`src/rtl/etapa_busqueda_pkg.sv`:
```
// pkg_procesador: definitions shared by the fetch stage, decode and the
// load-use hazard unit.
//   ADDR_W_DEF / INSTR_W_DEF : default word-address and instruction widths
//   NOP_INSTR                : bubble instruction loaded into F/D
//   estado_busqueda_t        : fetch FSM state, encoded as {inflight, skid_valid}
package pkg_procesador;

  localparam int ADDR_W_DEF  = 16;
  localparam int INSTR_W_DEF = 32;

  localparam logic [INSTR_W_DEF-1:0] NOP_INSTR = '0;

  // Bit 1 = a memory read is in flight, bit 0 = skid buffer holds data.
  // 2'b11 is never legal.
  typedef enum logic [1:0] {
    VACIO    = 2'b00,
    FLUJO    = 2'b10,
    RETENIDO = 2'b01
  } estado_busqueda_t;

endpackage

```
`src/rtl/etapa_busqueda_if.sv`:
```
// etapa_busqueda_if: synchronous instruction-memory port.
//   addr : word address (driven by fetch)
//   rd   : read strobe (driven by fetch)
//   data : read data, valid the cycle after rd=1 (driven by memory)
// Modports: master = fetch stage, slave = instruction memory.
interface etapa_busqueda_if
  import pkg_procesador::*;
#(
  parameter int ADDR_W  = ADDR_W_DEF,
  parameter int INSTR_W = INSTR_W_DEF
);

  logic [ADDR_W-1:0]  addr;
  logic               rd;
  logic [INSTR_W-1:0] data;

  modport master (output addr, output rd, input data);
  modport slave  (input addr, input rd, output data);

endinterface

```
`src/rtl/etapa_busqueda_buffer_retencion.sv`:
```
// buffer_retencion: one-entry skid register holding an instruction and its PC.
//   clk, rst        : clock, synchronous active-high reset
//   clear           : discard contents (branch squash)
//   capture         : load d_instr/d_pc and mark valid
//   drain           : mark empty after the contents were consumed
//   valid, q_instr, q_pc : stored entry
module buffer_retencion #(
  parameter int ADDR_W  = 16,
  parameter int INSTR_W = 32
) (
  input  logic               clk,
  input  logic               rst,
  input  logic               clear,
  input  logic               capture,
  input  logic               drain,
  input  logic [INSTR_W-1:0] d_instr,
  input  logic [ADDR_W-1:0]  d_pc,
  output logic               valid,
  output logic [INSTR_W-1:0] q_instr,
  output logic [ADDR_W-1:0]  q_pc
);

  // Payload needs no reset: it is only read while valid is set.
  always_ff @(posedge clk) begin
    if (rst || clear) begin
      valid <= 1'b0;
    end else if (capture) begin
      valid   <= 1'b1;
      q_instr <= d_instr;
      q_pc    <= d_pc;
    end else if (drain) begin
      valid <= 1'b0;
    end
  end

endmodule

```
`src/rtl/etapa_busqueda.sv`:
```
// etapa_busqueda: instruction-fetch stage. Owns the PC, drives the
// synchronous instruction memory and loads the F/D pipeline register.
//   clk, rst   : clock, synchronous active-high reset
//   stall      : hold PC and F/D (load-use hold from the hazard unit)
//   salto      : branch taken in Exe; salto_dir is the target
//   imem       : instruction-memory port (addr/rd combinational)
//   instr_F, pc_F, valido_F : F/D register (valido_F=0 marks a bubble)
// Priority: rst > salto > stall > normal fetch.
module etapa_busqueda
  import pkg_procesador::*;
#(
  parameter int              ADDR_W   = ADDR_W_DEF,
  parameter int              INSTR_W  = INSTR_W_DEF,
  parameter logic [ADDR_W-1:0] RESET_PC = '0
) (
  input  logic               clk,
  input  logic               rst,
  input  logic               stall,
  input  logic               salto,
  input  logic [ADDR_W-1:0]  salto_dir,
  etapa_busqueda_if.master   imem,
  output logic [INSTR_W-1:0] instr_F,
  output logic [ADDR_W-1:0]  pc_F,
  output logic               valido_F
);

  logic [ADDR_W-1:0]  pc_q;
  logic [ADDR_W-1:0]  inflight_pc;
  estado_busqueda_t   estado_q;
  logic               inflight;
  logic               skid_valid;
  logic [INSTR_W-1:0] skid_instr;
  logic [ADDR_W-1:0]  skid_pc;
  logic               skid_capture;
  logic               skid_drain;
  logic               skid_clear;

  assign inflight = (estado_q == FLUJO);

  always_comb begin
    imem.addr    = salto ? salto_dir : pc_q;
    imem.rd      = !rst && (salto || !stall);
    skid_clear   = salto;
    // Only the first stall cycle after a read can capture; afterwards the
    // state is RETENIDO and nothing is in flight.
    skid_capture = !salto && stall && inflight;
    skid_drain   = !salto && !stall && skid_valid;
  end

  buffer_retencion #(
    .ADDR_W  (ADDR_W),
    .INSTR_W (INSTR_W)
  ) u_skid (
    .clk     (clk),
    .rst     (rst),
    .clear   (skid_clear),
    .capture (skid_capture),
    .drain   (skid_drain),
    .d_instr (imem.data),
    .d_pc    (inflight_pc),
    .valid   (skid_valid),
    .q_instr (skid_instr),
    .q_pc    (skid_pc)
  );

  always_ff @(posedge clk) begin
    if (rst) begin
      pc_q        <= RESET_PC;
      inflight_pc <= RESET_PC;
      estado_q    <= VACIO;
      instr_F     <= INSTR_W'(NOP_INSTR);
      pc_F        <= '0;
      valido_F    <= 1'b0;
    end else if (salto) begin
      pc_q        <= salto_dir + ADDR_W'(1);
      inflight_pc <= salto_dir;
      estado_q    <= FLUJO;
      instr_F     <= INSTR_W'(NOP_INSTR);
      valido_F    <= 1'b0;
    end else if (stall) begin
      if (estado_q == FLUJO) estado_q <= RETENIDO;
    end else begin
      pc_q        <= pc_q + ADDR_W'(1);
      inflight_pc <= pc_q;
      estado_q    <= FLUJO;
      case (estado_q)
        RETENIDO: begin
          instr_F  <= skid_instr;
          pc_F     <= skid_pc;
          valido_F <= 1'b1;
        end
        FLUJO: begin
          instr_F  <= imem.data;
          pc_F     <= inflight_pc;
          valido_F <= 1'b1;
        end
        default: begin
          instr_F  <= INSTR_W'(NOP_INSTR);
          valido_F <= 1'b0;
        end
      endcase
    end
  end

`ifndef SYNTHESIS
  // A read in flight together with a full skid buffer means a fetched word
  // would be lost.
  a_no_flujo_y_skid : assert property (@(posedge clk) disable iff (rst)
    !(inflight && skid_valid));
  a_skid_coherente : assert property (@(posedge clk) disable iff (rst)
    skid_valid == (estado_q == RETENIDO));
`endif

endmodule

```
`src/flat_wrapper.sv`:
```
// flat-port wrapper written by rule: the top's interface ports become plain ports
module etapa_busqueda_flat import pkg_procesador::*;
#(
  parameter int              ADDR_W   = ADDR_W_DEF,
  parameter int              INSTR_W  = INSTR_W_DEF,
  parameter logic [ADDR_W-1:0] RESET_PC = '0
)
  (clk, rst, stall, salto, salto_dir, instr_F, pc_F, valido_F, imem_addr, imem_rd, imem_data);
  etapa_busqueda_if #(.ADDR_W(ADDR_W), .INSTR_W(INSTR_W)) imem_i ();
  input  logic clk;
  input  logic rst;
  input  logic stall;
  input  logic salto;
  input  logic [ADDR_W-1:0] salto_dir;
  output logic [INSTR_W-1:0] instr_F;
  output logic [ADDR_W-1:0] pc_F;
  output logic valido_F;
  output wire logic [$bits(imem_i.addr)-1:0] imem_addr;
  output wire logic [$bits(imem_i.rd)-1:0] imem_rd;
  input wire logic [$bits(imem_i.data)-1:0] imem_data;
  assign imem_addr = imem_i.addr;
  assign imem_rd = imem_i.rd;
  assign imem_i.data = imem_data;
  etapa_busqueda #(.ADDR_W(ADDR_W), .INSTR_W(INSTR_W), .RESET_PC(RESET_PC)) u_core (.clk(clk), .rst(rst), .stall(stall), .salto(salto), .salto_dir(salto_dir), .imem(imem_i), .instr_F(instr_F), .pc_F(pc_F), .valido_F(valido_F));
endmodule
```
`config.mk`:
```
export PLATFORM = sky130hd
export DESIGN_NAME = etapa_busqueda_flat
export DESIGN_NICKNAME = d
export VERILOG_FILES = /design/src/rtl/etapa_busqueda_pkg.sv /design/src/rtl/etapa_busqueda_if.sv /design/src/rtl/etapa_busqueda_buffer_retencion.sv /design/src/rtl/etapa_busqueda.sv /design/src/flat_wrapper.sv
export SDC_FILE = /design/constraint.sdc
export NUM_CORES = 1
export LEC_CHECK = 0
export CORE_ASPECT_RATIO = 0.9
export CORE_MARGIN = 1.5
export CORE_UTILIZATION = 45
export DETAILED_ROUTE_END_ITERATION = 10
export PLACE_DENSITY_LB_ADDON = 0.08
export SKIP_CTS_REPAIR_TIMING = 1
export SLEW_MARGIN = 20
export SYNTH_ARGS = -nofsm -noshare
export SYNTH_HDL_FRONTEND = slang
export SYNTH_HIERARCHICAL = 1
export SYNTH_SLANG_ARGS = --single-unit
```
`constraint.sdc`:
```
create_clock -name clk -period 4.95 [get_ports clk]
set_clock_uncertainty 0.2 [all_clocks]
set_input_delay 0.99 -clock clk [delete_from_list [all_inputs] [get_ports clk]]
set_output_delay 0.99 -clock clk [all_outputs]
set_load 0.1 [all_outputs]
```
* Yosys cells after proc, flatten, opt, wreduce, memory -nomap -nowiden
Index checks and enable logic that the tools add are counted.
W data, S select, Z words.
** Cells by class
- $add $sub $neg :: 2
- Equal/unequal tests :: 4
- Muxes and demuxes :: 11
- Bitwise gates (word level) :: 3
- Reduce and logical (&&, ||, !) cells :: 14
** Operators by type and width (number)
- $mux W16 :: 5
- $pmux W32 S2 :: 1
- $add A16 B1 Y16 const B :: 2
- $pmux W16 S2 :: 1
- $mux W2 :: 3
- $reduce_or A2 Y1 :: 2
- $logic_and A1 B1 Y1 :: 3
- $logic_not A1 Y1 :: 3
- $ne A3 B1 Y1 const B :: 1
- $not A1 Y1 :: 3
- $reduce_and A3 Y1 :: 1
- $reduce_or A3 Y1 :: 1
- $eq A2 B1 Y1 const B :: 1
- $eq A2 B2 Y1 const B :: 1
- $logic_or A1 B1 Y1 :: 2
- $ne A2 B1 Y1 const B :: 1
- $reduce_and A2 Y1 :: 1
- $reduce_bool A2 Y1 :: 1
- $mux W1 :: 1
** Storage, ports and cells
- Flip-flop bits (word level) :: 131
- Bits of input ports :: 52
- Logic and storage cells :: 43

* Depth between registers and ports, before layout
- Word-level depth :: 4
- Depth in mapped cells :: 10
- Depth with buffers taken out :: 6

* Cells and area by module
Netlist, hierarchy kept.
** By module, submodules not included
- etapa_busqueda :: times used 1, cells each 429, area an instance 3823.7 um2, sequential area each 1661.6 um2
- buffer_retencion :: times used 1, cells each 53, area an instance 1492.7 um2, sequential area each 1461.4 um2

* Worst setup path before layout
Ideal clock, no wire load.
- Kind :: input to register
- Start :: in salto
- End :: reg u_core.u_skid.q_instr[0], enable pin
- Library setup time :: 0.410 ns
- Arrival time :: 3.187 ns
- Path slack :: 1.153 ns
- Cell stages on the path :: 7
- Path through :: buf_6 > buf_8 > nor2b_1 > clkbuf_1 > clkbuf_1 > and2_1 > and2_1
** Between the ends
- Longest elaborated chain between the ends :: 4
** Ends and longest elaborated chain
- start, declared :: line flat_wrapper.sv:13 : input logic salto;
- $logic_not A1 Y1 :: line etapa_busqueda.sv:46 : skid_capture = !salto && stall && inflight;
- $logic_and A1 B1 Y1 (2 in series) :: line etapa_busqueda.sv:46
- net u_core.skid_capture :: line etapa_busqueda.sv:34 : logic skid_capture;
- $reduce_and A2 Y1 (no source line)
- end signal, assigned :: line etapa_busqueda_buffer_retencion.sv:29 : q_instr <= d_instr;
- end, declared :: line etapa_busqueda_buffer_retencion.sv:19 : output logic [INSTR_W-1:0] q_instr,
The timed path passes the listed nets, and every way through them passes these cells.
A chain may end at the register's enable or synchronous reset.

* Worst setup path after layout
- Start :: in salto
- End :: out imem_addr[8]
** Between the ends
- Longest elaborated chain between the ends :: 1
** Ends and longest elaborated chain
- $mux W16 :: line etapa_busqueda.sv:41 : imem.addr = salto ? salto_dir : pc_q;
- end, declared :: line flat_wrapper.sv:18 : output wire logic [$bits(imem_i.addr)-1:0] imem_addr;
No other way between the ends.

==> results.sh <==
export IMPL_status="finished clean"
export IMPL_die_h_um=105.6
export IMPL_p_sw_w=0.0007602
export IMPL_crit_slowest_cell="clkdlybuf4s50_1"
export IMPL_ff2ff_path_depth=6
export IMPL_peakVddDrop_mv=0.2588
export IMPL_num_vias=4080
export IMPL_fin_setup_tns_ns=0
export IMPL_slowest_delay_ns=1.01
export IMPL_p_leak_nw=2.665
export IMPL_grt_remaining_overflow=0
export IMPL_io_pins=118
export IMPL_top_usage_layer="met2"
export IMPL_grt_pass1_wl_mm=21.48
export IMPL_cts_root_buffer="clkbuf_16"
export IMPL_tightest_slew_ns=1.069
export IMPL_fillers=955
export IMPL_critPathRequiredTime_ns=3.76
export IMPL_clk_path_buf_depth=2
export IMPL_hold_violations=0
export IMPL_hold_path_class="flip-flop to flip-flop"
export IMPL_path_class="input port to primary output"
export IMPL_gp_congestion=0.8412
export IMPL_cp_start_kind="input port"
export IMPL_p_comb_share_pct=16.3
export IMPL_crit_start="salto"
export IMPL_met3_usage_pct=8.568
export IMPL_h_tree_depth=4
export IMPL_whs_endpoint="u_core/valido_F$_SDFFE_PP0N_"
export IMPL_switching_share_pct=27.14
export IMPL_cts_tree="yes"
export IMPL_dr_pass1_iters=5
export IMPL_r2r_slack_ns=2.43
export IMPL_dp_hpwl_mm=8.691
export IMPL_grt_max_degree=52
export IMPL_core_um2=11430
export IMPL_clkSinkCount=131
export IMPL_drc=0
export IMPL_slew_headroom_pct=28.56
export IMPL_start_util_pct=46.07
export IMPL_placement_io_buffers=117
export IMPL_pwr_share_clk_pct=41.5
export IMPL_netlist_area_um2=5268
export IMPL_viasPerCell=5.368
export IMPL_antenna_left=0
export IMPL_insertion_delay_ns=0.42
export IMPL_period_needed_ns=4.172
export IMPL_drv_cap=0
export IMPL_end_kind="primary output"
export IMPL_fmax_mhz=239.7
export IMPL_routed_wl_mm=13.02
export IMPL_report_final_slew_viol_count=0
export IMPL_drt_wirelength_per_cell_um=17.13
export IMPL_cts_reportedPaths_clkPinSlew_ns=0.05
export IMPL_yosysWarnings=6
export IMPL_finalCritPeriodShare_pct=84.28
export IMPL_avgSynthCellArea_um2=11.02
export IMPL_syn_inst=478
export IMPL_cts_buffers=17
export IMPL_finalNetCount=646
export IMPL_antenna_found_initial=0
export IMPL_internal_power_w=0.002040
export IMPL_whs_path_depth=2
export IMPL_met2_usage_pct=33.50
export IMPL_met1_usage_pct=31.35
export IMPL_drive_above_1_share_pct=11.92
export IMPL_grt_pass1_vias=4049
export IMPL_diodes=0
export IMPL_totalPowerFinal_w=0.002800
export IMPL_crit_chain="clkdlybuf4s50_1 -> mux2i_1 -> inv_1 -> buf_12"
export IMPL_drt_iter0_drc=301
export IMPL_setup_viol=0
export IMPL_sequentialPowerShare_pct=42.2
export IMPL_grt_usage_pct=22.82
export IMPL_die_area_um2=12360
export IMPL_crit_fanout=17
export IMPL_area_growth_syn_to_layout_pct=38.76
export IMPL_rsz0062_at_grt="no"
export IMPL_critPathArrivalTime_ns=2.98
export IMPL_synth_fp_nets=533
export IMPL_min_from="u_core/valido_F$_SDFFE_PP0N_"
export IMPL_r2r_end="u_core/u_skid/q_pc[9]$_DFFE_PP_"
export IMPL_rows=37
export IMPL_die_w_um=117.0
export IMPL_pwr_density_cell_nw_per_um2=383.1
export IMPL_regToRegStartpoint="u_core/estado_q[0]$_SDFFE_PP0P_"
critical path: cells and delay by family:
kind / cells / cell delay (ns)
mux: 1 / 0.60
buf+inv: 3 / 1.37
metrics by stage:
step	instances	setup WS (ns)	util (%)	area [um^2]	hold slack, ns
finish	760	0.7781	63.92	7310	0.2491
global route	760	0.6722	63.92	7310	0.2715
global placement	728	0.8359	59.13	6761	0.2336
detailed placement	728	0.7959	59.13	6761	0.2414
CTS	760	0.7972	63.92	7310	0.2517
floorplan	478	1.181	-	5268	0.2244
per-layer routing:
layer	share of wire (%)	routed length, um	vias up
met5	0	0	-
met3	6.6	859	11
met2	46	5983	106
li1	-	-	2003
met4	1.1	144	0
met1	46	6031	1960
cells in the final DEF, fill, tap and decap left out, types with 10 or more instances in the layout:
master and n:
o21ai_0 25, mux2i_1 25, inv_1 13, buf_4 11, nand2_1 45, a22oi_1 34
dfxtp_1 83, nor2_1 42, edfxtp_1 48, nand4_1 10, clkbuf_16 17, clkdlybuf4s50_1 100
a211oi_1 31, buf_12 18
power by group through the flow:
| stage | Clock [W] | Combinational (W) | Sequential, W |
|---|---|---|---|
| detailed placement | 0 | 0.000457 | 0.00120 |
| global route | 0.00124 | 0.000481 | 0.00118 |
| finish | 0.00116 | 0.000457 | 0.00118 |
| CTS | 0.00119 | 0.000459 | 0.00118 |
| floorplan | 0 | 0.000220 | 0.00127 |
| global placement | 0 | 0.000455 | 0.00120 |
how the worst max path moves through the flow:
stage                                         end  slack, ns  cells past startpoint
2_1_floorplan  u_core/u_skid/q_instr[0]$_DFFE_PP_       1.18                      7
3_3_place_gp                        imem_addr[12]       0.84                      4
3_5_place_dp                         imem_addr[8]       0.80                      4
4_1_cts                              imem_addr[8]       0.80                      4
5_1_grt                              imem_addr[8]       0.67                      4
6_report                             imem_addr[8]       0.78                      4
sequential cells by signal, indices dropped and copies added, names as in the netlist:
register,cells
u_core/instr_F,32
u_core/u_skid/q_instr,32
u_core/inflight_pc,16
u_core/pc_F,16
u_core/pc_q,16
u_core/u_skid/q_pc,16
u_core/estado_q,2
u_core/valido_F,1
area by class of cell:
cell class                 count  area [um^2]  area share, %
clock buffer                  18        429.2          5.871
clock inverter                14        118.9          1.626
inverter                      15        56.30         0.7703
multi-input combinational    297         1963          26.86
sequential                   131         3103          42.45
tap                          156        195.2          2.670
timing repair buffer         129         1444          19.75
(Power assumes the default switching activity.)
